### src/rtl/apb_write_arbiter.sv
// apb_write_arbiter: shares one APB write master between two write requesters.
// Each requester sends one address, a fixed-length incrementing burst of data
// beats, and then takes one write response. Ports are granted round-robin when
// they contend. Each beat is an APB SETUP/ACCESS pair, and PREADY adds wait states.
//
// Ports:
//   clk, rst            clock and synchronous active-high reset
//   s_awaddr/valid/ready per-port write address channel (port i at slice i)
//   s_wdata/valid/ready  per-port write data channel
//   s_bvalid/bready      per-port write response channel
//   gnt                  one-hot current owner, 0 when idle
//   PSEL..PREADY         APB master (write only)
module apb_write_arbiter #(
  parameter int unsigned ADDR_W    = 32,
  parameter int unsigned DATA_W    = 32,
  parameter int unsigned BURST_LEN = 4
) (
  input  logic                clk,
  input  logic                rst,
  input  logic [2*ADDR_W-1:0] s_awaddr,
  input  logic [1:0]          s_awvalid,
  output logic [1:0]          s_awready,
  input  logic [2*DATA_W-1:0] s_wdata,
  input  logic [1:0]          s_wvalid,
  output logic [1:0]          s_wready,
  output logic [1:0]          s_bvalid,
  input  logic [1:0]          s_bready,
  output logic [1:0]          gnt,
  output logic                PSEL,
  output logic                PENABLE,
  output logic                PWRITE,
  output logic [ADDR_W-1:0]   PADDR,
  output logic [DATA_W-1:0]   PWDATA,
  input  logic                PREADY
);

  localparam int unsigned     CNT_W     = (BURST_LEN > 1) ? $clog2(BURST_LEN) : 1;
  localparam logic [CNT_W-1:0] LAST_BEAT = CNT_W'(BURST_LEN - 1);

  typedef enum logic [2:0] {
    IDLE   = 3'd0,
    WDATA  = 3'd1,
    SETUP  = 3'd2,
    ACCESS = 3'd3,
    RESP   = 3'd4
  } state_t;

  state_t             state, state_d;
  logic               owner;
  logic               last_gnt;
  logic               win;
  logic [ADDR_W-1:0]  addr;
  logic [CNT_W-1:0]   beat_cnt;

  // State register
  always_ff @(posedge clk) begin
    if (rst) state <= IDLE;
    else     state <= state_d;
  end

  // Next state, arbitration and handshake decode
  always_comb begin
    state_d   = state;
    s_awready = '0;
    s_wready  = '0;
    s_bvalid  = '0;
    // A lone requester wins; on a tie the port not served last wins
    win = (s_awvalid == 2'b11) ? ~last_gnt : s_awvalid[1];
    case (state)
      IDLE: begin
        if (|s_awvalid) begin
          s_awready[win] = 1'b1;
          state_d        = WDATA;
        end
      end
      WDATA: begin
        s_wready[owner] = s_wvalid[owner];
        if (s_wvalid[owner]) state_d = SETUP;
      end
      SETUP: state_d = ACCESS;
      ACCESS: begin
        if (PREADY) state_d = (beat_cnt == LAST_BEAT) ? RESP : WDATA;
      end
      RESP: begin
        s_bvalid[owner] = 1'b1;
        if (s_bready[owner]) state_d = IDLE;
      end
      default: state_d = IDLE;
    endcase
  end

  // Owner, burst address/count and registered APB/grant outputs
  always_ff @(posedge clk) begin
    if (rst) begin
      owner    <= 1'b0;
      last_gnt <= 1'b1;
      addr     <= '0;
      beat_cnt <= '0;
      gnt      <= '0;
      PSEL     <= 1'b0;
      PENABLE  <= 1'b0;
      PWRITE   <= 1'b0;
      PADDR    <= '0;
      PWDATA   <= '0;
    end else begin
      // APB control follows the next state so PSEL rises on SETUP entry
      PSEL    <= (state_d == SETUP) || (state_d == ACCESS);
      PWRITE  <= (state_d == SETUP) || (state_d == ACCESS);
      PENABLE <= (state_d == ACCESS);
      case (state)
        IDLE: begin
          if (|s_awvalid) begin
            owner    <= win;
            addr     <= win ? s_awaddr[ADDR_W +: ADDR_W] : s_awaddr[0 +: ADDR_W];
            beat_cnt <= '0;
            gnt      <= win ? 2'b10 : 2'b01;
          end
        end
        WDATA: begin
          if (s_wvalid[owner]) begin
            PWDATA <= owner ? s_wdata[DATA_W +: DATA_W] : s_wdata[0 +: DATA_W];
            PADDR  <= addr;
          end
        end
        ACCESS: begin
          if (PREADY) begin
            addr     <= addr + ADDR_W'(4);
            beat_cnt <= beat_cnt + CNT_W'(1);
          end
        end
        RESP: begin
          if (s_bready[owner]) begin
            last_gnt <= owner;
            gnt      <= '0;
          end
        end
        default: ;
      endcase
    end
  end

endmodule

### config.mk
export PLATFORM = sky130hd
export DESIGN_NAME = apb_write_arbiter
export DESIGN_NICKNAME = d
export VERILOG_FILES = /design/src/rtl/apb_write_arbiter.sv
export SDC_FILE = /design/constraint.sdc
export NUM_CORES = 1
export LEC_CHECK = 0
export CORE_MARGIN = 5
export CORE_UTILIZATION = 48
export CTS_BUF_LIST = sky130_fd_sc_hd__clkbuf_16
export CTS_CLUSTER_SIZE = 12
export DETAILED_ROUTE_END_ITERATION = 8
export PLACE_DENSITY = 0.87
export SLEW_MARGIN = 40
export SYNTH_ARGS = -nofsm -noshare
export SYNTH_HDL_FRONTEND = slang
export SYNTH_SLANG_ARGS = --single-unit
### constraint.sdc
create_clock -name clk -period 6.05 [get_ports clk]
set_input_delay 0.9075 -clock clk [delete_from_list [all_inputs] [get_ports clk]]
set_output_delay 0.9075 -clock clk [all_outputs]
set_load 0.05 [all_outputs]
### Word level (Yosys, flattened, before mapping)

Index checks and enable logic that the tools add are counted.

* add/sub/neg operators: 2
* order comparisons: 4
* equal/unequal tests: 11
* mux-type cells: 31
* bitwise logic cells: 2
* reduce and logical (&&, ||, !) cells: 12

Operators with widths (count)
* $mux W32: 4
* $pmux W32 S2: 1
* $add A32 B3 Y32 const B: 1
* $mux W2: 9
* $mux W3: 5
* $pmux W3 S5: 1
* $eq A3 B2 Y1 const B: 4
* $pmux W2 S2: 2
* $mux W1: 7
* $ne A2 B2 Y1 const B: 3
* $reduce_and A2 Y1: 3
* $reduce_and A3 Y1: 2
* $eq A2 B2 Y1 const B: 2
* $lt A1 B2 Y1 const B: 2
* $reduce_bool A2 Y1: 2
* $eq A3 B1 Y1 const B: 1
* $eq A3 B3 Y1 const B: 1
* $logic_not A3 Y1: 1
* $add A2 B1 Y2 const B: 1
* $and A2 B2 Y2: 1
* $demux W1 S1: 2
* $ge A1 B1 Y1 const B: 2
* $logic_and A1 B1 Y1: 2
* $reduce_or A2 Y1: 1
* other kinds (2): 2

* flip-flop bits (word level): 107
* input port bits: 137
* output and inout port bits: 75
* logic and storage cells: 72

### Logic depth before layout (Yosys ltp)

Gate-level depths: netlist of run 1.

* word-level depth: 8
* gate-level depth with buffers: 8

### Worst setup path after synthesis of run 1

Ideal clock, no wire load.

* path kind: input-to-output
* from: input s_awvalid[1]
* to: output s_awready[0]
* arrival: 2386 ps
* data required time: 5142 ps
* slack: 2756 ps
* cell stages on the path: 3
* buffers on the path: 1
* cells stage by stage: a21boi_1 -> clkbuf_1 -> nor3_1

* longest elaborated chain between the ends: 8

RTL lines
* start, declared: RTL line 21 `input logic [1:0] s_awvalid,`
* $eq A2 B2 Y1: RTL line 68 `win = (s_awvalid == 2'b11) ? ~last_gnt : s_awvalid[1];`
* $mux W1: RTL line 68
* $lt A1 B2 Y1 (implied by the code) or $ge A1 B1 Y1 (tied branches): RTL line 72 `s_awready[win] = 1'b1;`
* $logic_and A1 B1 Y1 (implied by the code): RTL line 72
* $mux W1 (implied by the code): RTL line 72
* $demux W1 S1: RTL line 72
* $mux W2 (*): RTL line 71 `if (|s_awvalid) begin`
* $mux W2 (*): RTL line 69 `case (state)`
* end, declared: RTL line 22 `output logic [1:0] s_awready,`

Mark *: on every way between the ends. The rest lies on a longest branch, timed or not.

### Worst setup path in the final report of run 1

* from: input s_awvalid[0]
* to: output s_awready[0]

The elaborated chain is that of the path after synthesis.

==> metrics, run 1 <==
Setup-failing EPs final 0; Post-DP Area approximately 7500 µm²; R2R depth 7; CP max FO 33; fillers 875; Reg2Reg Capture Point PWDATA[18]; top sig layer met4; asr flop ratio synth 0%; CTS root buffer clkbuf_16; worst skew pair latency 340 ps; drt total wl 17.5 mm; Peak VDD IR ~0.00013 V; CP most frequent cell clkdlybuf4s50_1; hold buffers post-CTS 0; via count 5843; R2R Path Start owner; GP Congestion roughly 0.9; pre-CTS setup slack 2210 ps; largest net degree at the start of global routing 103; max incr delay on CP 890 ps; Final period util 63.3%; postcts setup bufs 0; top-area cell type share of the netlist area 39.7%; synth unique cells 56; most frequent cells in the layout 210 x clkdlybuf4s50_1, 145 x nand2_1, 106 x dfxtp_1, 84 x a21oi_1, 68 x nor2_1; P&R area growth vs syn 44.2%; Leak ~2.8 nW; Hold WC Path Type flip-flop to flip-flop; cts repair resizes 0; cells along the critical path clkdlybuf4s50_1 -> a21boi_2 -> buf_4 -> nor3_1 -> clkdlybuf4s50_1; met2 WL 8.39 mm; Starting Density 49.4%; kind of end point of the critical path output pin; status finished clean; crit path kind input port to output pin; Mapped Cells just over 700; Slew @ Worst Pin 768 ps; Hold Slack 453 ps; CP Data Arrival Time 2920 ps; CP Launch Type input port; YS warnings 0; diode count 0; hold path depth 2; skew final 4.58 ps; routed length on met1 6.59 mm; vias in the first global route 5744; hpwl dp 12.7 mm; min-delay src PADDR[12]; overall power about 2 mW; Die ar. 13500 µm²; Hold Fails Final Rpt 0; Die Height 116 µm; initial antenna violation count 0; CP required 5140 ps; final std cells w/o fill between 1000 and 1500; Final Instance Area 7790 µm²; leading register cell type out of synthesis dfxtp_1; register area share after synthesis 39.7%; layout cells sized above 1 4.41%; total congestion overflow 0; PwrDens 258 nW/µm²; clock tree from TritonCTS yes; ANT nets after route 0; core region area around 11000 µm²; Post-synth EDFFs 0; ranking of synthesized cells by area dfxtp_1 40%, nand2_1 10%, a21oi_1 7.8%; CTS clk-pin slew, worst paths around 70 ps; post-placement cell count 1008; die width approximately 120 µm; residual DRC count 0; CTS buffer count 9; highest clock rate around 0.26 GHz; # port buffers around 210; Sink Count around 110; final core utilization 71.2%; count of state elements after synthesis 107; WL met3 1.90 mm; Hold Path End PADDR[12]; Crit-path slowest cell clkdlybuf4s50_1; Cell Rows 38; syn avg cell area 7.63 µm²; WL/cell 17.0 µm; MaxCap Viol Count 0; fin nets 1018; DR vias/cell approximately 5.7; Slew HR roughly half; most common cell after layout, fill and taps aside clkdlybuf4s50_1; Tmin final 3830 ps; Netlist Area Pre-Place between 5000 and 6000 µm²; DR iter-0 viols 354; max-slew violations 0; top cell type by total area after synthesis dfxtp_1; first-pass GRT wire length between 20 and 30 mm; post-synthesis net count 847; RSZ-0062 raised after global routing no; Pre-antenna DRT Iters 5; I/O pins between 200 and 250; gr usage total 25.2%; Setup WS post-layout 2220 ps; setup TNS 0 ps; number of buffers on the longest clock path 2; reg2reg setup slack about 3600 ps; H-tree depth 3
## metal layers
metal	track usage, %	vias up
li1	-	2870
met1	28.1	2645
met2	43.4	290
met3	8.41	38
met4	11.8	0
met5	0	-
## synth_stat cells (all sizes together) (3+ instances only)
| master | instances |
|---|---|
| nor4 | 11 |
| dfxtp | 107 |
| o21ai | 21 |
| mux2i | 34 |
| o32ai | 4 |
| or4 | 4 |
| and3 | 6 |
| and2 | 6 |
| nor3 | 20 |
| a211oi | 35 |
| inv | 7 |
| a22oi | 4 |
| buf | 16 |
| nand4 | 10 |
| a21oi | 84 |
| nor2 | 70 |
| nand2 | 145 |
| a41o | 3 |
| or3 | 5 |
| nand2b | 4 |
| a311oi | 7 |
| a31oi | 6 |
| nand3 | 26 |
| and4 | 5 |
| clkbuf | 41 |
## layout make-up
cell class / count / area (µm²) / area share [%]
clock inverters: 7 / 60.1 / 0.771
clock buffers: 9 / 225 / 2.89
multi-input cells: 535 / 2960 / 38.0
flip-flops and latches: 107 / 2150 / 27.5
repair buffers: 219 / 2200 / 28.2
well taps: 140 / 175 / 2.25
inverters: 7 / 26.3 / 0.337
## how the worst max path moves through the flow
stage / startpoint / end / cells past startpoint
final: s_awvalid[0] / s_awready[0] / 5
after global routing: s_awvalid[1] / s_awready[1] / 6
after global placement: s_awvalid[1] / s_awready[0] / 5
after detailed placement: s_awvalid[1] / s_awready[1] / 6
after floorplan: s_awvalid[1] / s_awready[0] / 3
after CTS: s_awvalid[1] / s_awready[0] / 5
## critical path: cells and delay by family
kind                   cells  cell delay, ps
AOI/OAI and AO/OA          1              70
and+or+nand+nor            1             290
buffers and inverters      3            1650
## flip-flops by register name (all words and copies together) (netlist names)
register and cells:
PWDATA 32, beat_cnt 2, PENABLE 1, PADDR 32, gnt 2, last_gnt 1
owner 1, addr 32, state 3, PWRITE 1
## logic make-up (layout without fill, tap and decap cells)
group,count (synthesis),in the layout,share of synthesized area (%)
flip-flops,107,107,39.7
AO/OA/AOI/OAI,180,180,20.7
buffers and inverters,66,242,6.05
adder cells (fa/ha/maj),2,2,0.463
AND/OR/NAND/NOR,319,319,26.8
multiplexers,34,34,6.30
## power by group
| group | switching [mW] | internal, mW |
|---|---|---|
| Clock | 0.257 | 0.316 |
| Combinational | 0.343 | 0.244 |
| Sequential | 0.0762 | 0.773 |
(Power assumes the default switching activity.)
==> inputs of run 2 (changes only) <==
Settings changed: CORE_UTILIZATION 48 to 44, PLACE_DENSITY 0.87 to 0.81.
Clock period 6.05 ns to 4 ns, I/O delays scaled along.
==> run 2 against run 1 <==
  * Worst hold slack gained 1.6 ps
  * Critical endpoint unchanged
  * Via count decreased by 2.7%
  * First-iteration DRC count is 13% lower
  * Sequential cell count stayed put
  * Largest cell class unchanged
  * Highest routed layer unchanged
  * Count of clock-buffer cells in the layout did not move
  * Clock skew grew 12 ps
  * Global-route usage shrank 2.9 points
==> metrics, run 2 (synthesis results as in run 1) <==
MaxCap Viol Count 0 (unchanged); max incr delay on CP 880 ps (about the same); drt total wl 16.8 mm (-3.5%); CP Launch Type flip-flop; cts repair resizes 0 (unchanged); die width 121 µm (+4.1%); hold buffers post-CTS 0 (unchanged); layout cells sized above 1 4.63% (+0.22 points); Critical path origin state[2]; skew final 16.2 ps (+11.7 ps); kind of end point of the critical path output pin; R2R depth 5 (-2); Cell Rows 40 (+5.3%); PwrDens 385 nW/µm² (+49%); Buf/Inv on CP 1 (-2); pre-CTS setup slack 959 ps (-1250 ps); Hold Slack 454 ps (+1.64 ps); Net Sw Power 1.03 mW (+52%); diode count 0 (unchanged); core region area 12000 µm² (+9.8%); Hold WC Path Type flip-flop to flip-flop; Starting Density 45.0% (-4.4 points); gr usage total 22.3% (-2.9 points); via count 5688 (-2.7%); P&R area growth vs syn 43.8%; worst skew pair latency 340 ps (about the same); # port buffers 211 (unchanged); CP required 3400 ps (-1740 ps); min-delay src PADDR[6]; Internal Pwr Total 1.96 mW (+47%); H-tree depth 3 (unchanged); crit path kind flip-flop to output pin; total congestion overflow 0 (unchanged); Sink Count 107 (unchanged); CP Data Arrival Time 2470 ps (-450 ps); Peak VDD IR 0.000277 V (+110%); Slew HR 50.8% (+2.0 points); CTS clk-pin slew, worst paths 80 ps (about the same); Die ar. 14600 µm² (+8.3%); delay-heaviest family, CP buffers and inverters; hold path depth 2 (unchanged); Gate power share 29.7% (+0.5 points); most common cell after layout, fill and taps aside clkdlybuf4s50_1; setup TNS 0 ps (unchanged); Slew @ Worst Pin 737 ps (-30.6 ps); first-pass GRT wire length 26.6 mm (-2.3%); Pre-antenna DRT Iters 5 (unchanged); Hold Fails Final Rpt 0 (unchanged); CTS root buffer clkbuf_16; largest net degree at the start of global routing 70 (-32%); Reg2Reg Capture Point addr[31]; status finished clean; I/O pins 212 (unchanged); Setup WS post-layout 925 ps (-1290 ps); hpwl dp 12.1 mm (-4.5%); reg2reg setup slack 1520 ps (-2030 ps); most frequent cells in the layout 210 x clkdlybuf4s50_1, 145 x nand2_1, 106 x dfxtp_1, 84 x a21oi_1, 69 x nor2_1; WL/cell 16.3 µm (-4.3%); Regs by FF count PADDR x32, PWDATA x32, addr x32; final core utilization 64.6% (-6.6 points); switching part of the total 34.4% (+0.74 points); fin nets 1020 (+0.20%); highest clock rate 0.325 GHz; max-slew violations 0 (unchanged); CTS buffer count 9 (unchanged); Final period util 76.9%; residual DRC count 0 (unchanged); Setup-failing EPs final 0 (unchanged); postcts setup bufs 0 (unchanged); Crit-path slowest cell clkdlybuf4s50_1; R2R Path Start addr[15]; cells along the critical path or3_1 -> nor3_1 -> clkdlybuf4s50_1; Die Height 121 µm (+4.1%); vias in the first global route 5444 (-5.2%); initial antenna violation count 0 (unchanged); fillers 1063 (+21%); Clock power frac 27.8% (-0.7 points); DR iter-0 viols 307 (-13%); RSZ-0062 raised after global routing no; Hold Path End PADDR[6]; CP max FO 17 (-48%); Tmin final about 3000 ps; DR vias/cell 5.51 (-3.5%); ANT nets after route 0 (unchanged); clock tree from TritonCTS yes; GP Congestion 0.872 (-2.3%); number of buffers on the longest clock path 2 (unchanged); Leak 2.75 nW (-0.32%); Reg power frac 42.5% (+0.2 points)
run 2: stage by stage:
step                      cells  instance area [µm²]  power [mW]
after global placement     1017                 7480        2.16
after detailed placement   1017                 7490        2.18
after CTS                  1033                 7760        3.01
after global routing       1033                 7760        3.14
final                      1033                 7760        2.99
after floorplan             708                 5400        1.83
run 2: worst max path at each step:
stage / depth (start not counted) / end
2_1_floorplan: 3 / s_awready[0]
3_3_place_gp: 4 / s_awready[0]
3_5_place_dp: 4 / s_awready[0]
4_1_cts: 3 / s_awready[0]
5_1_grt: 3 / s_awready[0]
6_report: 3 / s_awready[0]
run 2: area by class of cell:
cell class,instances,area [µm²],area share (%)
clock buffer,9,225,2.90
clock inverter,7,48.8,0.628
inverter,7,26.3,0.338
multi-input combinational,535,2950,38.0
sequential,107,2140,27.6
tap,147,184,2.37
timing repair buffer,221,2180,28.1
run 2: power by group through the flow:
stage	clock network (mW)	registers (mW)	logic, mW
3_5_place_dp	0	1.29	0.887
4_1_cts	0.849	1.27	0.892
5_1_grt	0.889	1.29	0.961
3_3_place_gp	0	1.29	0.876
6_report	0.832	1.27	0.886
2_1_floorplan	0	1.43	0.397
run 2: metal layers:
metal / part of all wire [%] / vias up / GRT usage [%] / wire (µm)
met2: 48 / 219 / 38.4 / 8080
met5: 0 / - / 0 / 0
met4: 2.0 / 0 / 7.01 / 334
met3: 12 / 19 / 9.31 / 1980
li1: - / 2857 / - / -
met1: 38 / 2593 / 25.0 / 6450
run 2: tightest hold or removal path, stage by stage, from the launching register on:
cell     delay [ps]
dfxtp_1         310
nand2_1          50
a21oi_1          50
